File: config.mk
export PLATFORM = sky130hd
export DESIGN_NAME = booth_mac_sequencer
export DESIGN_NICKNAME = d
export VERILOG_FILES = /design/src/rtl/booth_mac_pkg.sv /design/src/rtl/booth_mac_sequencer_operand_fifo.sv /design/src/rtl/booth_mac_sequencer.sv
export SDC_FILE = /design/constraint.sdc
export NUM_CORES = 1
export LEC_CHECK = 0
export ABC_CLOCK_PERIOD_IN_PS = 2000
export CAP_MARGIN = 10
export CORE_ASPECT_RATIO = 1.5
export CORE_UTILIZATION = 40
export CTS_BUF_LIST = sky130_fd_sc_hd__clkbuf_8
export CTS_CLUSTER_SIZE = 30
export DETAILED_ROUTE_END_ITERATION = 12
export MAX_ROUTING_LAYER = met4
export PLACE_DENSITY = 0.73
export REMOVE_ABC_BUFFERS = 1
export SYNTH_ARGS = -nofsm -noshare
export SYNTH_HDL_FRONTEND = slang
export SYNTH_HIERARCHICAL = 1
export SYNTH_SLANG_ARGS = --single-unit
File: constraint.sdc
create_clock -name clk -period 2 [get_ports clk]
set_input_delay 0.2 -clock clk [delete_from_list [all_inputs] [get_ports clk]]
set_output_delay 0.2 -clock clk [all_outputs]
set_load 0.01 [all_outputs]
File: src/rtl/booth_mac_pkg.sv
`default_nettype none
// ============================================================================
// Module      : booth_mac_pkg
// Description : Shared FSM state encoding and default widths for the
//               booth MAC sequencer and its operand FIFO.
// Revision    : 1.0 - initial release
// ============================================================================
package booth_mac_pkg;

    localparam int c_W     = 8;   // operand width, matches multiplier A/B
    localparam int c_ACC_W = 24;  // accumulator width, at least 2*c_W
    localparam int c_CNT_W = 8;   // product counter width
    localparam int c_DEPTH = 4;   // operand FIFO depth, power of two

    typedef enum logic [2:0] {
        ST_IDLE  = 3'd0,
        ST_ISSUE = 3'd1,
        ST_GUARD = 3'd2,
        ST_WAIT  = 3'd3,
        ST_EMIT  = 3'd4
    } state_t;

endpackage
`default_nettype wire

File: src/rtl/booth_mac_sequencer_operand_fifo.sv
`default_nettype none
// ============================================================================
// Module      : operand_fifo
// Description : DEPTH x WIDTH synchronous FIFO holding {last, a, b} entries.
//               Head entry is presented combinationally on pop_data.
// Revision    : 1.0 - initial release
// ============================================================================
module operand_fifo
    import booth_mac_pkg::*;
#(
    parameter int WIDTH = 2 * c_W + 1,
    parameter int DEPTH = c_DEPTH
) (
    input  logic             clk,
    input  logic             rst,
    input  logic             push,
    input  logic [WIDTH-1:0] push_data,
    input  logic             pop,
    output logic [WIDTH-1:0] pop_data,
    output logic             full,
    output logic             empty
);
    localparam int c_AW = (DEPTH > 1) ? $clog2(DEPTH) : 1;

    logic [WIDTH-1:0] r_mem [DEPTH];
    logic [c_AW-1:0]  r_wr_ptr;
    logic [c_AW-1:0]  r_rd_ptr;
    logic [c_AW:0]    r_count;
    logic             w_push;
    logic             w_pop;

    // Full/empty come from the registered occupancy, so a pop never frees
    // room for a push in the same cycle.
    assign full     = (r_count == (c_AW + 1)'(DEPTH));
    assign empty    = (r_count == '0);
    assign w_push   = push && !full;
    assign w_pop    = pop && !empty;
    assign pop_data = r_mem[r_rd_ptr];

    // Storage array: written on accepted push, never reset.
    always_ff @(posedge clk) begin
        if (w_push) begin
            r_mem[r_wr_ptr] <= push_data;
        end
    end

    // Pointers and occupancy; pointers wrap naturally since DEPTH is 2^n.
    always_ff @(posedge clk) begin
        if (rst) begin
            r_wr_ptr <= '0;
            r_rd_ptr <= '0;
            r_count  <= '0;
        end else begin
            if (w_push) begin
                r_wr_ptr <= r_wr_ptr + c_AW'(1);
            end
            if (w_pop) begin
                r_rd_ptr <= r_rd_ptr + c_AW'(1);
            end
            case ({w_push, w_pop})
                2'b10:   r_count <= r_count + (c_AW + 1)'(1);
                2'b01:   r_count <= r_count - (c_AW + 1)'(1);
                default: r_count <= r_count;
            endcase
        end
    end

endmodule
`default_nettype wire

File: src/rtl/booth_mac_sequencer.sv
`default_nettype none
// ============================================================================
// Module      : booth_mac_sequencer
// Description : Feeds buffered operand pairs to a serial multiplier one at a
//               time, accumulates the products and emits the group sum,
//               product count and sticky overflow when a "last" pair is done.
// Revision    : 1.0 - initial release
// ============================================================================
module booth_mac_sequencer
    import booth_mac_pkg::*;
#(
    parameter int W     = c_W,
    parameter int ACC_W = c_ACC_W,
    parameter int CNT_W = c_CNT_W,
    parameter int DEPTH = c_DEPTH
) (
    input  logic             clk,
    input  logic             rst,
    input  logic             in_valid,
    output logic             in_ready,
    input  logic [W-1:0]     in_a,
    input  logic [W-1:0]     in_b,
    input  logic             in_last,
    output logic             mult_start,
    output logic [W-1:0]     mult_a,
    output logic [W-1:0]     mult_b,
    input  logic [2*W-1:0]   mult_product,
    input  logic             mult_ready,
    output logic             acc_valid,
    input  logic             acc_ready,
    output logic [ACC_W-1:0] acc_sum,
    output logic [CNT_W-1:0] acc_count,
    output logic             acc_ovf
);
    localparam int c_ENTRY_W = 2 * W + 1;

    state_t             r_state;
    state_t             w_next_state;
    logic               w_fifo_full;
    logic               w_fifo_empty;
    logic               w_push;
    logic               w_pop;
    logic [c_ENTRY_W-1:0] w_head;
    logic               w_head_last;
    logic [W-1:0]       w_head_a;
    logic [W-1:0]       w_head_b;
    logic               w_load;
    logic               w_start;
    logic               w_accumulate;
    logic               w_clear;
    logic               w_valid;
    logic               r_last;
    logic [W-1:0]       r_mult_a;
    logic [W-1:0]       r_mult_b;
    logic [ACC_W-1:0]   r_acc_sum;
    logic [CNT_W-1:0]   r_acc_count;
    logic               r_acc_ovf;
    logic [ACC_W:0]     w_sum_ext;

    assign in_ready   = !w_fifo_full;
    assign w_push     = in_valid && !w_fifo_full;
    assign {w_head_last, w_head_a, w_head_b} = w_head;

    assign mult_start = w_start;
    assign mult_a     = r_mult_a;
    assign mult_b     = r_mult_b;
    assign acc_valid  = w_valid;
    assign acc_sum    = r_acc_sum;
    assign acc_count  = r_acc_count;
    assign acc_ovf    = r_acc_ovf;

    // One extra bit on top of the accumulator captures the carry-out.
    assign w_sum_ext  = {1'b0, r_acc_sum} + (ACC_W + 1)'(mult_product);

    operand_fifo #(
        .WIDTH (c_ENTRY_W),
        .DEPTH (DEPTH)
    ) u_operand_fifo (
        .clk       (clk),
        .rst       (rst),
        .push      (w_push),
        .push_data ({in_last, in_a, in_b}),
        .pop       (w_pop),
        .pop_data  (w_head),
        .full      (w_fifo_full),
        .empty     (w_fifo_empty)
    );

    // FSM state register.
    always_ff @(posedge clk) begin
        if (rst) begin
            r_state <= ST_IDLE;
        end else begin
            r_state <= w_next_state;
        end
    end

    // Next-state and control decode. GUARD exists because the multiplier
    // still shows its previous ready for one cycle after start.
    always_comb begin
        w_next_state = r_state;
        w_load       = 1'b0;
        w_pop        = 1'b0;
        w_start      = 1'b0;
        w_accumulate = 1'b0;
        w_clear      = 1'b0;
        w_valid      = 1'b0;
        case (r_state)
            ST_IDLE: begin
                if (!w_fifo_empty) begin
                    w_load       = 1'b1;
                    w_next_state = ST_ISSUE;
                end
            end
            ST_ISSUE: begin
                w_pop        = 1'b1;
                w_start      = 1'b1;
                w_next_state = ST_GUARD;
            end
            ST_GUARD: begin
                w_next_state = ST_WAIT;
            end
            ST_WAIT: begin
                if (mult_ready) begin
                    w_accumulate = 1'b1;
                    w_next_state = r_last ? ST_EMIT : ST_IDLE;
                end
            end
            ST_EMIT: begin
                w_valid = 1'b1;
                if (acc_ready) begin
                    w_clear      = 1'b1;
                    w_next_state = ST_IDLE;
                end
            end
            default: begin
                w_next_state = ST_IDLE;
            end
        endcase
    end

    // Operand registers load from the FIFO head on the IDLE->ISSUE edge and
    // hold their values between operations.
    always_ff @(posedge clk) begin
        if (rst) begin
            r_mult_a <= '0;
            r_mult_b <= '0;
            r_last   <= 1'b0;
        end else if (w_load) begin
            r_mult_a <= w_head_a;
            r_mult_b <= w_head_b;
            r_last   <= w_head_last;
        end
    end

    // Accumulator: wrapping sum, sticky carry flag, saturating count.
    always_ff @(posedge clk) begin
        if (rst || w_clear) begin
            r_acc_sum   <= '0;
            r_acc_count <= '0;
            r_acc_ovf   <= 1'b0;
        end else if (w_accumulate) begin
            r_acc_sum <= w_sum_ext[ACC_W-1:0];
            r_acc_ovf <= r_acc_ovf | w_sum_ext[ACC_W];
            if (!(&r_acc_count)) begin
                r_acc_count <= r_acc_count + CNT_W'(1);
            end
        end
    end

endmodule
`default_nettype wire

Yosys cells after proc, flatten, opt, wreduce, memory -nomap -nowiden
Memory sizes are Yosys's and may differ from the RTL's. A register that Yosys moved wholly into a read port is not among the register bits.
Index checks and enable logic that the tools add are counted.
{ "op_classes": {"addsub": 6, "muxes": 16, "n_eq_ne": 10, "n_bitwise": 2, "reduce_logical": 12} }
{ "op_table": {"columns": ["operator", "count"], "rows": [
  ["24-bit by 16-bit adder with 25-bit output", 1],
  ["3-bit case mux with 5 select lines", 1],
  ["3-bit two-way mux", 4],
  ["1-bit two-way mux", 10],
  ["8-bit by 1-bit adder with 8-bit output, second input constant", 1],
  ["8-bit AND reduction", 1],
  ["3-bit by 2-bit equality test with 1-bit output, second input constant", 2],
  ["3-bit equality test, second input constant", 2],
  ["3-bit logical NOT", 2],
  ["2-bit inequality test, second input constant", 3],
  ["3-bit case mux with 2 select lines", 1],
  ["2-bit by 1-bit adder with 2-bit output, second input constant", 2],
  ["3-bit by 1-bit adder with 3-bit output, second input constant", 1],
  ["3-bit by 1-bit equality test with 1-bit output, second input constant", 1],
  ["1-bit logical AND", 3],
  ["3-bit AND reduction", 1],
  ["3-bit by 1-bit subtractor with 3-bit output, second input constant", 1],
  ["2-bit by 1-bit equality test with 1-bit output, second input constant", 1],
  ["2-bit equality test, second input constant", 1],
  ["1-bit logical NOT", 2],
  ["2-bit AND reduction", 1],
  ["2-bit nonzero test", 1],
  ["1-bit logical OR", 1],
  ["1-bit NOT", 1],
  ["1-bit OR", 1]
]} }
{ "word_totals": {"regBits": 43, "elab_cells": 54, "out_inout_bits": 52, "input_bits": 38, "memories": 1, "ram_bits": 68} }
{ "memory_table": {"columns": ["memory", "depth", "width", "read_ports", "rd_ports_with_merged_regs", "wr", "line_no", "text"], "rows": [
  ["u_operand_fifo.r_mem", 4, 17, 1, 1, 1, "booth_mac_sequencer_operand_fifo.sv:25", "logic [WIDTH-1:0] r_mem [DEPTH];"]
]} }

Longest topological paths before layout
Gate-level depths: netlist (run 1).
{ "depth": {"word_depth": 6, "depth_mapped": 11, "mapped_depth_nobuf": 11} }

Hierarchy
Netlist (run 1), hierarchy kept.
{ "by_module_without_submodules": {"columns": ["mod", "instances", "area_per_inst_um2", "seq_area_each_um2", "cells_each"], "rows": [
  ["operand_fifo", 1, 2967.8, 2222.1, 143],
  ["booth_mac_sequencer", 1, 2851.5, 1061.0, 356]
]} }

Worst setup path before layout (run 1)
Ideal clock, no wire load.
{ "synth_timing": {"path_type": "reg2reg", "startpoint": "reg r_state[0]", "endpoint": "reg u_operand_fifo.r_count[2]", "path_buffers": 1, "period_less_slack_ns": 2.362, "required_time_ns": 1.930, "t_arrival_ns": 2.292, "path_slack_ns": -0.362, "setup_time_ns": 0.070, "path_stages_with_launch": 11, "path_cell_list": "dfxtp_1 > buf_2 > nor3b_1 > o31ai_1 > inv_1 > ha_1 > inv_1 > fa_1 > xor2_1 > or3_1 > a21oi_1"} }
{ "synth_via": {"elab_chain_len": 5, "word_cells_on_any_way": 7, "cone_classes": "eq/ne: 3; mux: 2; reduce/logical: 2"} }
{ "synth_rtl": {"columns": ["item", "line_no", "text"], "rows": [
  ["start, declared", "booth_mac_sequencer.sv:37", "state_t r_state;"],
  ["start signal, assigned", "booth_mac_sequencer.sv:94", "r_state <= w_next_state;"],
  ["3-bit by 1-bit equality test with 1-bit output *", null, null],
  ["1-bit two-way mux *", null, null],
  ["net mult_start", "booth_mac_sequencer.sv:24", "output logic mult_start,"],
  ["1-bit logical AND *", "booth_mac_sequencer_operand_fifo.sv:37", "assign w_pop = pop && !empty;"],
  ["net u_operand_fifo.w_pop", "booth_mac_sequencer_operand_fifo.sv:30", "logic w_pop;"],
  ["2-bit by 1-bit equality test with 1-bit output / 2-bit equality test (equally long branches)", "booth_mac_sequencer_operand_fifo.sv:60", "case ({w_push, w_pop})"],
  ["3-bit case mux with 2 select lines / 2-bit nonzero test (equally long branches)", null, null],
  ["end signal, assigned", "booth_mac_sequencer_operand_fifo.sv:61", "2'b10: r_count <= r_count + (c_AW + 1)'(1);"],
  ["end signal, assigned", "booth_mac_sequencer_operand_fifo.sv:62", "2'b01: r_count <= r_count - (c_AW + 1)'(1);"],
  ["end signal, assigned", "booth_mac_sequencer_operand_fifo.sv:63", "default: r_count <= r_count;"],
  ["end, declared", "booth_mac_sequencer_operand_fifo.sv:28", "logic [c_AW:0] r_count;"]
]} }
Mark *: on every way through the listed nets, which the timed path passes. The rest lies on a longest branch.
A chain may end at the register's enable or synchronous reset.

Worst setup path after layout (run 1)
{ "layout_timing": {"startpoint": "reg r_acc_sum[0], in the netlist acc_sum[0]", "endpoint": "reg r_acc_sum[20], in the netlist acc_sum[20]"} }
{ "layout_via": {"elab_chain_len": 1} }
{ "layout_rtl": {"columns": ["item", "line_no", "text"], "rows": [
  ["start, declared", "booth_mac_sequencer.sv:55", "logic [ACC_W-1:0] r_acc_sum;"],
  ["start signal, assigned", "booth_mac_sequencer.sv:163", "r_acc_sum <= w_sum_ext[ACC_W-1:0];"],
  ["24-bit by 16-bit adder with 25-bit output", "booth_mac_sequencer.sv:73", "assign w_sum_ext = {1'b0, r_acc_sum} + (ACC_W + 1)'(mult_product);"]
]} }
No other way between the ends.

==> results by group, run 1 <==
Place
  – Placement Cell Area: about 7400 um2
  – HPWL after DPL: just under 10000 um
  – GP Congestion: roughly 0.9
  – DP Cell Count: 834
  – Port Buf Inserts: 89

Drt
  – DRC marker count from the first detailed-route iteration: 180
  – Final ANT Viol Nets: 0
  – Final wirelength: ~14000 um
  – DR WL/cell: 16.4 um
  – Drt drc: 0
  – Mean number of vias per cell: 5.21
  – Drt pass-1 iters: 4
  – DR vias: 4547

STA
  – Worst relative slew slack: 68.1%
  – Tmin final: between 2 and 2.5 ns
  – Fraction of the cycle the final worst path needs: 102%
  – RSZ-0062 raised after global routing: true
  – Final Hold Vio Count: 0
  – PnR worst setup slack: -0.0346 ns
  – Fin. max-slew vios: 0
  – Setup TNS: -0.109 ns
  – Setup Skew: 0.00967 ns
  – Least-Margin Pin Slew: 0.478 ns
  – Final setup viols: 7
  – Fmax: 492 MHz

Logic synthesis
  – Yosys top cell area share: 35.1%
  – Synthesized flop and latch total: 130
  – Synth warn: 6
  – Distinct cells, synth: a little over 50
  – Mapped cell area: 5820 um2
  – Part of the Yosys area used for sequential elements: 56.4%
  – EDFF count, synth: 68
  – Cell taking the most area after synthesis: edfxtp_1
  – Ys async rst share: 0%
  – Post-synth top flop: edfxtp_1
  – Syn_area_per_cell: 11.7 um2
  – Syn Inst Count: 499
  – Synth area leaders: edfxtp_1 (35%), dfxtp_1 (21%), nand2_1 (4.8%)

Worst hold path
  – Worst hold path type: in2reg
  – Hold_sp: in_b[2]
  – Hold endpoint: u_operand_fifo/r_mem[3][2]$_DFFE_PP_
  – Hold Path Cell Cnt: 1

Pwr
  – Logic gate share of total power: 28.7%
  – Clock power share: about 28%
  – Power share of the sequential group: 42.8%
  – Peak VDD IR: 0.859 mV
  – Tot Pwr: 0.00776 W
  – Psw: 0.00247 W
  – Leak: 2.96 nW
  – Pwr per Cell Area: 959 nW/um2
  – Switching Fraction: 31.8%
  – Pint: 0.00529 W

Worst setup path
  – Crit path required time: roughly 2.4 ns
  – Data arrival time of the critical path: 2.40 ns
  – R2R Setup Slk: -0.03 ns
  – CP Class: reg2reg
  – Critical Path Start: acc_sum[0]$_SDFFE_PP0P_
  – Worst r2r path cells: 9
  – Startpoint Class: register
  – R2R Path End: acc_sum[20]$_SDFFE_PP0P_
  – Worst R2R Start: acc_sum[0]$_SDFFE_PP0P_
  – Crit. End Element: register
  – Crit-path max FO: 5

GRT
  – First-pass GRT wire length: 22400 um
  – Global-route usage over all layers: between 20 and 25%
  – Antenna violations before repair: 0
  – Number of global-route vias before repair: roughly 4.7k
  – Pin count of the biggest net entering global routing: 30
  – Total gr overflow: 0

Outcome
  – Status: finished with violations
  – Failing checks: setup timing

Clocking
  – Max clock buf depth: 2
  – CTS buffer count: 17
  – CTS clk-pin slew, worst paths: 0.09 ns
  – Clock sinks: 130
  – # hold bufs at CTS: 0
  – TritonCTS clock tree: yes
  – CTS root buf: clkbuf_8
  – Later-pin clock latency in the skew report: 0.44 ns
  – H-tree lvl count: 4

Layout
  – Diodes inserted: 0
  – Post-layout nets: 730
  – # fillers: 1161
  – Layout Cells excl Fill: 873
  – Fraction of layout cells with a size suffix above 1: about 25%
  – Area delta synth->final: 39.0%
  – Finished Cell Area: 8090 um2

Floorplan
  – Row count: 53
  – Chip height: 150 um
  – Core area: 14100 um2
  – Die Area: 15000 um2
  – Initial Util: 41.2%
  – Ports: 90
  – Die width: 100 um

Run
  – Max cap viols: 0
layout by cell type (no fill, tap or decap), types with 7 or more instances in the layout:
cell type,count
nand2_1,73
nor2_1,27
edfxtp_1,68
xor2_1,12
o21ai_0,21
buf_4,75
clkbuf_8,17
ha_1,15
dfxtp_2,8
clkdlybuf4s50_1,88
mux4_2,10
a21oi_1,50
xnor2_1,9
inv_1,13
nand3_1,15
dfxtp_1,53
mux4_1,7
metal layers:
metal,vias to the layer above,global-route usage [%],part of all wire (%)
met5,-,-,0
met2,142,37.5,54
met4,0,7.61,2.2
li1,2166,-,-
met1,2212,20.7,39
met3,27,3.69,4.2
power by group through the flow:
stage / registers [W] / logic [W] / clock network (W)
after CTS: 0.00332 / 0.00223 / 0.00228
after global placement: 0.00334 / 0.00210 / 0
after detailed placement: 0.00336 / 0.00217 / 0
after global routing: 0.00336 / 0.00244 / 0.00238
after floorplan: 0.00348 / 0.000953 / 0
final: 0.00332 / 0.00223 / 0.00221
cell families (layout without fill, tap and decap cells):
logic type               after synthesis  in the layout  share of synthesized area (%)
AND/OR/NAND/NOR                      164            165                           13.5
buffers and inverters                 34            215                           2.73
multiplexers                          21             21                           7.72
flip-flops                           130            130                           56.4
AO/OA/AOI/OAI                        104            104                           10.9
adder cells (fa/ha/maj)               24             24                           5.42
XOR/XNOR                              22             22                           3.31
synth_stat cells, types with 2 or more instances:
master    instances
nand2_1          75
edfxtp_1         68
dfxtp_1          62
a21oi_1          52
nor2_1           28
o21ai_0          23
ha_1             22
nand3_1          15
inv_1            14
xor2_1           12
clkbuf_1         11
mux4_2           10
xnor2_1          10
mux4_1            7
or3_1             7
buf_2             6
nor3_1            6
o211ai_1          6
and2_1            4
mux2i_1           4
nand2b_1          4
nor3b_1           4
o21a_1            4
a211oi_1          3
a21o_1            3
a31oi_1           3
and3_1            3
nand4_1           3
or4_1             3
a211o_1           2
a41oi_2           2
fa_1              2
nor2_2            2
nor3b_2           2
cell type report:
| type | count | area (um2) | share of cell area, % |
|---|---|---|---|
| well taps | 192 | 240 | 2.97 |
| multi-input cells | 336 | 2560 | 31.7 |
| inverters | 14 | 52.6 | 0.650 |
| flip-flops and latches | 130 | 3300 | 40.8 |
| clock buffers | 17 | 234 | 2.89 |
| repair buffers | 169 | 1540 | 19.1 |
| clock inverters | 15 | 158 | 1.95 |
registers in the layout, summed over array words and instances, names as in the netlist, named ones only:
signal,cells
acc_sum,24
mult_a,8
acc_count,8
r_last,1
u_operand_fifo/r_rd_ptr,2
r_state,3
mult_b,8
u_operand_fifo/r_mem,68
acc_ovf,1
u_operand_fifo/r_count,3
u_operand_fifo/r_wr_ptr,2
timing repair:
| item | CTS | global route |
|---|---|---|
| buffers inserted | 6 | 1 |
| endpoints found under the hold margin | 0 | 0 |
| pin swaps | 10 | 20 |
| cloned | 1 | 0 |
| setup endpoints to repair | 16 | 14 |
| gates resized for setup | 26 | 19 |
worst max-delay path by stage:
| stage | end | slack, ns |
|---|---|---|
| detailed placement | acc_sum[12]$_SDFFE_PP0P_ | -0.53 |
| CTS | acc_sum[20]$_SDFFE_PP0P_ | -0.04 |
| floorplan | u_operand_fifo/r_count[2]$_SDFFE_PP0P_ | -0.36 |
| global route | acc_sum[18]$_SDFFE_PP0P_ | -0.14 |
| global placement | acc_sum[12]$_SDFFE_PP0P_ | -0.44 |
| finish | acc_sum[20]$_SDFFE_PP0P_ | -0.03 |
critical path, stage by stage (launching register included):
cell       delay [ns]
dfxtp_2          0.36
ha_4             0.14
fa_2             0.20
a211oi_2         0.07
o21a_2           0.23
a2111oi_4        0.28
buf_4            0.18
nor2_4           0.05
or3_1            0.32
a21oi_1          0.14
metrics by stage:
step / hold WS, ns / setup slack (ns) / utilization, %
2_1_floorplan: 0.269 / -0.358 / -
5_1_grt: 0.380 / -0.141 / 57.3
3_5_place_dp: 0.449 / -0.532 / 52.7
3_3_place_gp: 0.443 / -0.443 / 52.7
6_report: 0.383 / -0.0346 / 57.3
4_1_cts: 0.362 / -0.0364 / 56.7
No activity file was read; power rests on OpenSTA's default activity.
==> run 2, diff against run 1 <==
Settings changed: ABC_CLOCK_PERIOD_IN_PS 2000 to 1700, CTS_BUF_LIST sky130_fd_sc_hd__clkbuf_8 to sky130_fd_sc_hd__clkbuf_4.
Clock period 2 ns to 1.7 ns, I/O delays scaled along.
==> results by group, run 2 (same netlist as run 1, synthesis figures left out) <==
Outcome
  – Status: finished with violations
  – Failing checks: setup timing

STA
  – Fmax: 472 MHz (-3.9%)
  – Worst relative slew slack: 68.1% (about the same)
  – Fraction of the cycle the final worst path needs: 125% (+23 points)
  – PnR worst setup slack: -0.418 ns (-0.383 ns)
  – Setup Skew: 0.0202 ns (+0.0106 ns)
  – Least-Margin Pin Slew: 0.478 ns (-0.000280 ns)
  – Tmin final: 2.12 ns (+0.0835 ns)
  – Setup TNS: -5.42 ns (-5.31 ns)
  – Fin. max-slew vios: 0 (unchanged)
  – RSZ-0062 raised after global routing: true
  – Final Hold Vio Count: 0 (unchanged)
  – Final setup viols: 21 (+14)

Pwr
  – Pwr per Cell Area: 1070 nW/um2 (+12%)
  – Peak VDD IR: 1.35 mV (+57%)
  – Tot Pwr: 0.00925 W (+19%)
  – Leak: 3.46 nW (+17%)

Clocking
  – H-tree lvl count: 4 (unchanged)
  – CTS root buf: clkbuf_4
  – Max clock buf depth: 2 (unchanged)
  – Later-pin clock latency in the skew report: 0.53 ns (+0.09 ns)
  – Clock sinks: 130 (unchanged)
  – TritonCTS clock tree: yes
  – # hold bufs at CTS: 0 (unchanged)
  – CTS buffer count: 17 (unchanged)
  – CTS clk-pin slew, worst paths: 0.14 ns (+0.05 ns)

Worst setup path
  – Crit path required time: 2.17 ns (-0.20 ns)
  – Crit-path max FO: 7 (+2)
  – Crit. End Element: register
  – Data arrival time of the critical path: 2.59 ns (+0.19 ns)
  – Worst R2R Start: acc_sum[3]$_SDFFE_PP0P_
  – Startpoint Class: register
  – Critical Path Start: acc_sum[3]$_SDFFE_PP0P_
  – CP Class: reg2reg
  – R2R Setup Slk: -0.42 ns (-0.38 ns)

GRT
  – Gr busiest metal: met2
  – Pin count of the biggest net entering global routing: 26 (-13%)
  – GRT met3 Usage: 4.76% (+1.1 points)
  – Global-route usage over all layers: 21.0% (+0.81 points)
  – First-pass GRT wire length: 23300 um (+4.0%)
  – Met1 Use GR: 21.2% (+0.52 points)
  – Antenna violations before repair: 0 (unchanged)
  – Total gr overflow: 0 (unchanged)
  – Number of global-route vias before repair: 4864 (+2.6%)
  – Routing usage on met2: 38.3% (+0.72 points)

Drt
  – DR WL/cell: 18.2 um (+11%)
  – Drt drc: 0 (unchanged)
  – Final wirelength: 16300 um (+14%)
  – Drt pass-1 iters: 5 (+1)
  – Final ANT Viol Nets: 0 (unchanged)
  – DR vias: 4815 (+5.9%)
  – Mean number of vias per cell: 5.37 (+3.1%)
  – DRC marker count from the first detailed-route iteration: 199 (+11%)

Layout
  – Most frequent cells in the layout: buf_4 (86), nand2_1 (73), edfxtp_1 (68), clkdlybuf4s50_1 (54), a21oi_1 (39)
  – Most common cell after layout, fill and taps aside: buf_4
  – Fraction of layout cells with a size suffix above 1: 36.0% (+11 points)
  – Finished Cell Area: 8620 um2 (+6.6%)
  – Top reg by flops: u_operand_fifo/r_mem
  – Layout Cells excl Fill: 897 (+2.7%)
  – Max reg flops: 68 (unchanged)
  – Final core occ: 61.1% (+3.8 points)
  – Post-layout nets: 754 (+3.3%)
  – Diodes inserted: 0 (unchanged)
  – Area delta synth->final: 48.2%

Floorplan
  – Row count: 53 (unchanged)
  – Core area: 14100 um2 (unchanged)
  – Chip height: 150 um (unchanged)
  – Initial Util: 41.2% (unchanged)
  – Ports: 90 (unchanged)
  – Die width: 100 um (unchanged)
  – Die Area: 15000 um2 (unchanged)

Place
  – HPWL after DPL: 10100 um (+2.2%)
  – GP Congestion: 0.881 (-1.8%)
  – DP Cell Count: 846 (+1.4%)
  – Placement Cell Area: 7560 um2 (+1.5%)
  – Port Buf Inserts: 89 (unchanged)

Worst hold path
  – Hold_sp: in_a[2]
  – Worst hold path type: in2reg

Run
  – Max cap viols: 0 (unchanged)
==> run 2: per-stage QoR <==
step	hold slack, ns	setup slack, ns
global route	0.200	-0.468
detailed placement	0.445	-0.738
global placement	0.440	-0.678
finish	0.264	-0.418
CTS	0.227	-0.346
floorplan	0.239	-0.658
==> run 2: per-layer routing <==
metal,share of wire [%],vias up
li1,-,2222
met1,35,2335
met2,56,205
met3,5.7,53
met4,3.2,0
met5,0,-
==> run 2: cell type report <==
type | count | area [um2]
inverters | 14 | 52.6
multi-input cells | 335 | 2830
clock buffers | 17 | 128
well taps | 192 | 240
flip-flops and latches | 130 | 3320
fillers | 1118 | 5500
repair buffers | 194 | 1860
clock inverters | 15 | 190
==> run 2: critical path, stage by stage, from the launching register on <==
cell       delay, ns
dfxtp_2         0.36
ha_4            0.28
o211ai_1        0.12
o21a_2          0.27
a2111oi_4       0.41
nor2_4          0.10
or4_1           0.44
nand2_1         0.08
==> run 2: final timing paths <==
| kind | end | depth (start not counted) |
|---|---|---|
| max reg2reg | acc_sum[18]$_SDFFE_PP0P_ | 7 |
| max | acc_sum[18]$_SDFFE_PP0P_ | 7 |
| min | u_operand_fifo/r_mem[2][10]$_DFFE_PP_ | 1 |
| min reg2reg | mult_b[6]$_SDFFE_PP0P_ | 2 |
==> run 2: repair_timing <==
action	4_1_cts	5_1_grt
gates cloned	0	5
setup buffers	15	8
resized for setup	99	75
pin swaps	31	41
endpoints found under the setup margin	55	111
==> run 2: power by group <==
| group | total [W] | internal [W] | switching [W] |
|---|---|---|---|
| Combinational | 0.00302 | 0.00153 | 0.00150 |
| Sequential | 0.00393 | 0.00372 | 0.000205 |
| Clock | 0.00230 | 0.000948 | 0.00135 |
==> run 3, diff against run 2 <==
Settings changed: SYNTH_HIERARCHICAL 1 to default.
==> results by group, run 3 <==
Outcome
  – Status: finished with violations
  – Failing checks: setup timing

Drt
  – Drt pass-1 iters: 4 (-1)
  – Met1 WL: 5610 um (-2.2%)
  – DRC marker count from the first detailed-route iteration: 157 (-21%)
  – Mean number of vias per cell: 5.36 (-0.13%)
  – Metal3 WL: 574 um (-38%)
  – Final ANT Viol Nets: 0 (unchanged)
  – DR WL/cell: 17.1 um (-6.1%)
  – Drt drc: 0 (unchanged)
  – Top layer reached by signal wires: met4
  – Met2 wire len: 8180 um (-11%)
  – Final wirelength: 14600 um (-11%)
  – DR vias: 4573 (-5.0%)

Logic synthesis
  – Distinct cells, synth: 50 (-2.0%)
  – Commonest cells post-synth: nand2_1 (72), edfxtp_1 (68), dfxtp_1 (60)
  – Syn Inst Count: 483 (-3.2%)
  – Post-synth top flop: edfxtp_1
  – Synth warn: 0 (-6)
  – Part of the Yosys area used for sequential elements: 57.3% (+0.85 points)
  – Yosys top cell area share: 36.1% (+0.97 points)
  – Synthesized flop and latch total: 128 (-1.5%)
  – Most common cell in the netlist: nand2_1
  – EDFF count, synth: 68 (unchanged)
  – Cell taking the most area after synthesis: edfxtp_1
  – Syn_area_per_cell: 11.7 um2 (+0.54%)
  – Synth area leaders: edfxtp_1 (36%), dfxtp_1 (21%), mux4_2 (6.8%)
  – Mapped cell area: 5660 um2 (-2.7%)
  – Ys async rst share: 0% (unchanged)

Place
  – HPWL after DPL: 9590 um (-5.2%)
  – Port Buf Inserts: 89 (unchanged)
  – GP Congestion: 0.819 (-6.9%)

Clocking
  – Later-pin clock latency in the skew report: 0.52 ns (about the same)
  – TritonCTS clock tree: yes
  – Clock sinks: 128 (-1.5%)
  – CTS clk-pin slew, worst paths: 0.13 ns (about the same)
  – Max clock buf depth: 2 (unchanged)
  – H-tree lvl count: 4 (unchanged)
  – CTS root buf: clkbuf_4
  – CTS buffer count: 17 (unchanged)

STA
  – RSZ-0062 raised after global routing: true
  – Fmax: 434 MHz (-8.0%)
  – Setup TNS: -8.31 ns (-2.89 ns)
  – Fin. max-slew vios: 0 (unchanged)
  – Fraction of the cycle the final worst path needs: 135% (+11 points)
  – Setup Skew: 0.0222 ns (+0.00192 ns)
  – Final setup viols: 24 (+14%)
  – Tmin final: 2.30 ns (+0.184 ns)
  – Worst relative slew slack: 79.4% (+11 points)
  – Least-Margin Pin Slew: 0.308 ns (-0.170 ns)
  – Final Hold Vio Count: 0 (unchanged)
  – PnR worst setup slack: -0.602 ns (-0.184 ns)

Pwr
  – Power share of the sequential group: 44.0% (+1.5 points)
  – Switching Fraction: 33.8% (+0.84 points)
  – Pint: 0.00576 W (-7.1%)
  – Tot Pwr: 0.00870 W (-5.9%)
  – Psw: 0.00294 W (-3.5%)
  – Logic gate share of total power: 33.1% (+0.4 points)
  – Pwr per Cell Area: 1040 nW/um2 (-2.9%)
  – Clock power share: 22.9% (-1.9 points)
  – Leak: 3.15 nW (-8.8%)
  – Peak VDD IR: 1.19 mV (-11%)

Worst setup path
  – Crit. End Element: register
  – Crit path required time: 2.12 ns (-0.05 ns)
  – Startpoint Class: register
  – CP Class: reg2reg
  – Crit-path max FO: 5 (-2)
  – Data arrival time of the critical path: 2.72 ns (+0.13 ns)

Worst hold path
  – Worst hold path type: in2reg

Floorplan
  – Core area: 13700 um2 (-3.3%)
  – Row count: 52 (-1.9%)
  – Chip height: 148 um (-1.3%)
  – Die width: 99.2 um (-1.3%)
  – Initial Util: 41.4% (+0.25 points)
  – Die Area: 14600 um2 (-2.6%)
  – Ports: 90 (unchanged)

Layout
  – Post-layout nets: 740 (-1.9%)
  – Top reg by flops: u_operand_fifo.r_mem
  – Area delta synth->final: 47.5%
  – Diodes inserted: 0 (unchanged)
  – Most frequent cells in the layout: buf_4 (90), nand2_1 (69), edfxtp_1 (68), clkdlybuf4s50_1 (64), a21oi_1 (35)
  – Fraction of layout cells with a size suffix above 1: 38.9% (+2.9 points)
  – Most common cell after layout, fill and taps aside: buf_4
  – Max reg flops: 68 (unchanged)
  – # fillers: 1093 (-2.2%)

GRT
  – Antenna violations before repair: 0 (unchanged)
  – Global-route usage over all layers: 21.1% (+0.16 points)
  – Number of global-route vias before repair: 4766 (-2.0%)
  – Pin count of the biggest net entering global routing: 22 (-15%)
  – First-pass GRT wire length: 23200 um (-0.68%)
  – Total gr overflow: 0 (unchanged)

Run
  – Max cap viols: 0 (unchanged)
## run 3: timing repair
item,in CTS,in global routing
endpoints found under the setup margin,52,43
pin swaps,49,21
resized for setup,125,55
buffers inserted,16,12
hold buffers,0,0
cloned,1,0
## run 3: cells by family after synthesis
kind of cell | Yosys count | share of synthesized area [%]
AOI/OAI and AO/OA | 103 | 11.5
xor gates and xnor gates | 21 | 3.25
adders and majority gates | 24 | 5.57
buffers and inverters | 35 | 2.47
DFF | 128 | 57.3
muxes | 18 | 6.94
and+or+nand+nor | 154 | 13.0
## run 3: final timing paths
kind,depth (start not counted),slack (ns),from,to
worst max-delay path,10,-0.60,acc_sum[0]$_SDFFE_PP0P_,acc_ovf$_SDFFE_PP0P_
worst min-delay path,1,0.29,in_b[3],u_operand_fifo.r_mem[1][3]$_DFFE_PP_
worst min register to register,2,0.47,mult_b[0]$_SDFFE_PP0P_,mult_b[0]$_SDFFE_PP0P_
worst max register to register,10,-0.60,acc_sum[0]$_SDFFE_PP0P_,acc_ovf$_SDFFE_PP0P_
## run 3: power groups by stage
stage / clock network (W) / registers, W / logic [W]
after floorplan: 0 / 0.00402 / 0.00108
final: 0.00199 / 0.00383 / 0.00288
after detailed placement: 0 / 0.00388 / 0.00252
after global routing: 0.00219 / 0.00386 / 0.00314
after global placement: 0 / 0.00386 / 0.00245
after CTS: 0.00206 / 0.00382 / 0.00275
## run 3: worst max-delay path: stages, from the launching register on
cell and delay [ns]:
dfxtp_2 0.36, ha_4 0.15, fa_2 0.35, a211oi_2 0.21, o21bai_1 0.12, a22oi_2 0.22, o31ai_2 0.11, a221oi_2 0.30
buf_4 0.19, nor3b_2 0.04, o21a_1 0.16
## run 3: area by class of cell
| class | instances | area [um2] | share of cell area, % |
|---|---|---|---|
| Clock buffer | 17 | 128 | 1.53 |
| Clock inverter | 15 | 145 | 1.74 |
| Inverter | 15 | 56.3 | 0.674 |
| Multi-Input combinational cell | 320 | 2750 | 32.9 |
| Sequential cell | 128 | 3290 | 39.4 |
| Tap cell | 162 | 203 | 2.43 |
| Timing Repair Buffer | 196 | 1780 | 21.3 |
## run 3: layer usage
layer / vias up / GRT usage [%]
met3: 23 / 3.69
met2: 128 / 39.1
met4: 0 / 7.65
met1: 2244 / 22.3
met5: - / -
li1: 2178 / -
## run 3: per-stage QoR
step / setup slack [ns] / hold WS, ns / instances / util [%] / instance area (um2)
finish: -0.602 / 0.289 / 853 / 61.1 / 8350
global route: -0.684 / 0.234 / 853 / 61.1 / 8350
CTS: -0.601 / 0.231 / 848 / 59.5 / 8130
detailed placement: -1.02 / 0.451 / 802 / 54.1 / 7400
global placement: -0.979 / 0.446 / 802 / 54.1 / 7400
floorplan: -0.762 / 0.239 / 463 / - / 5580
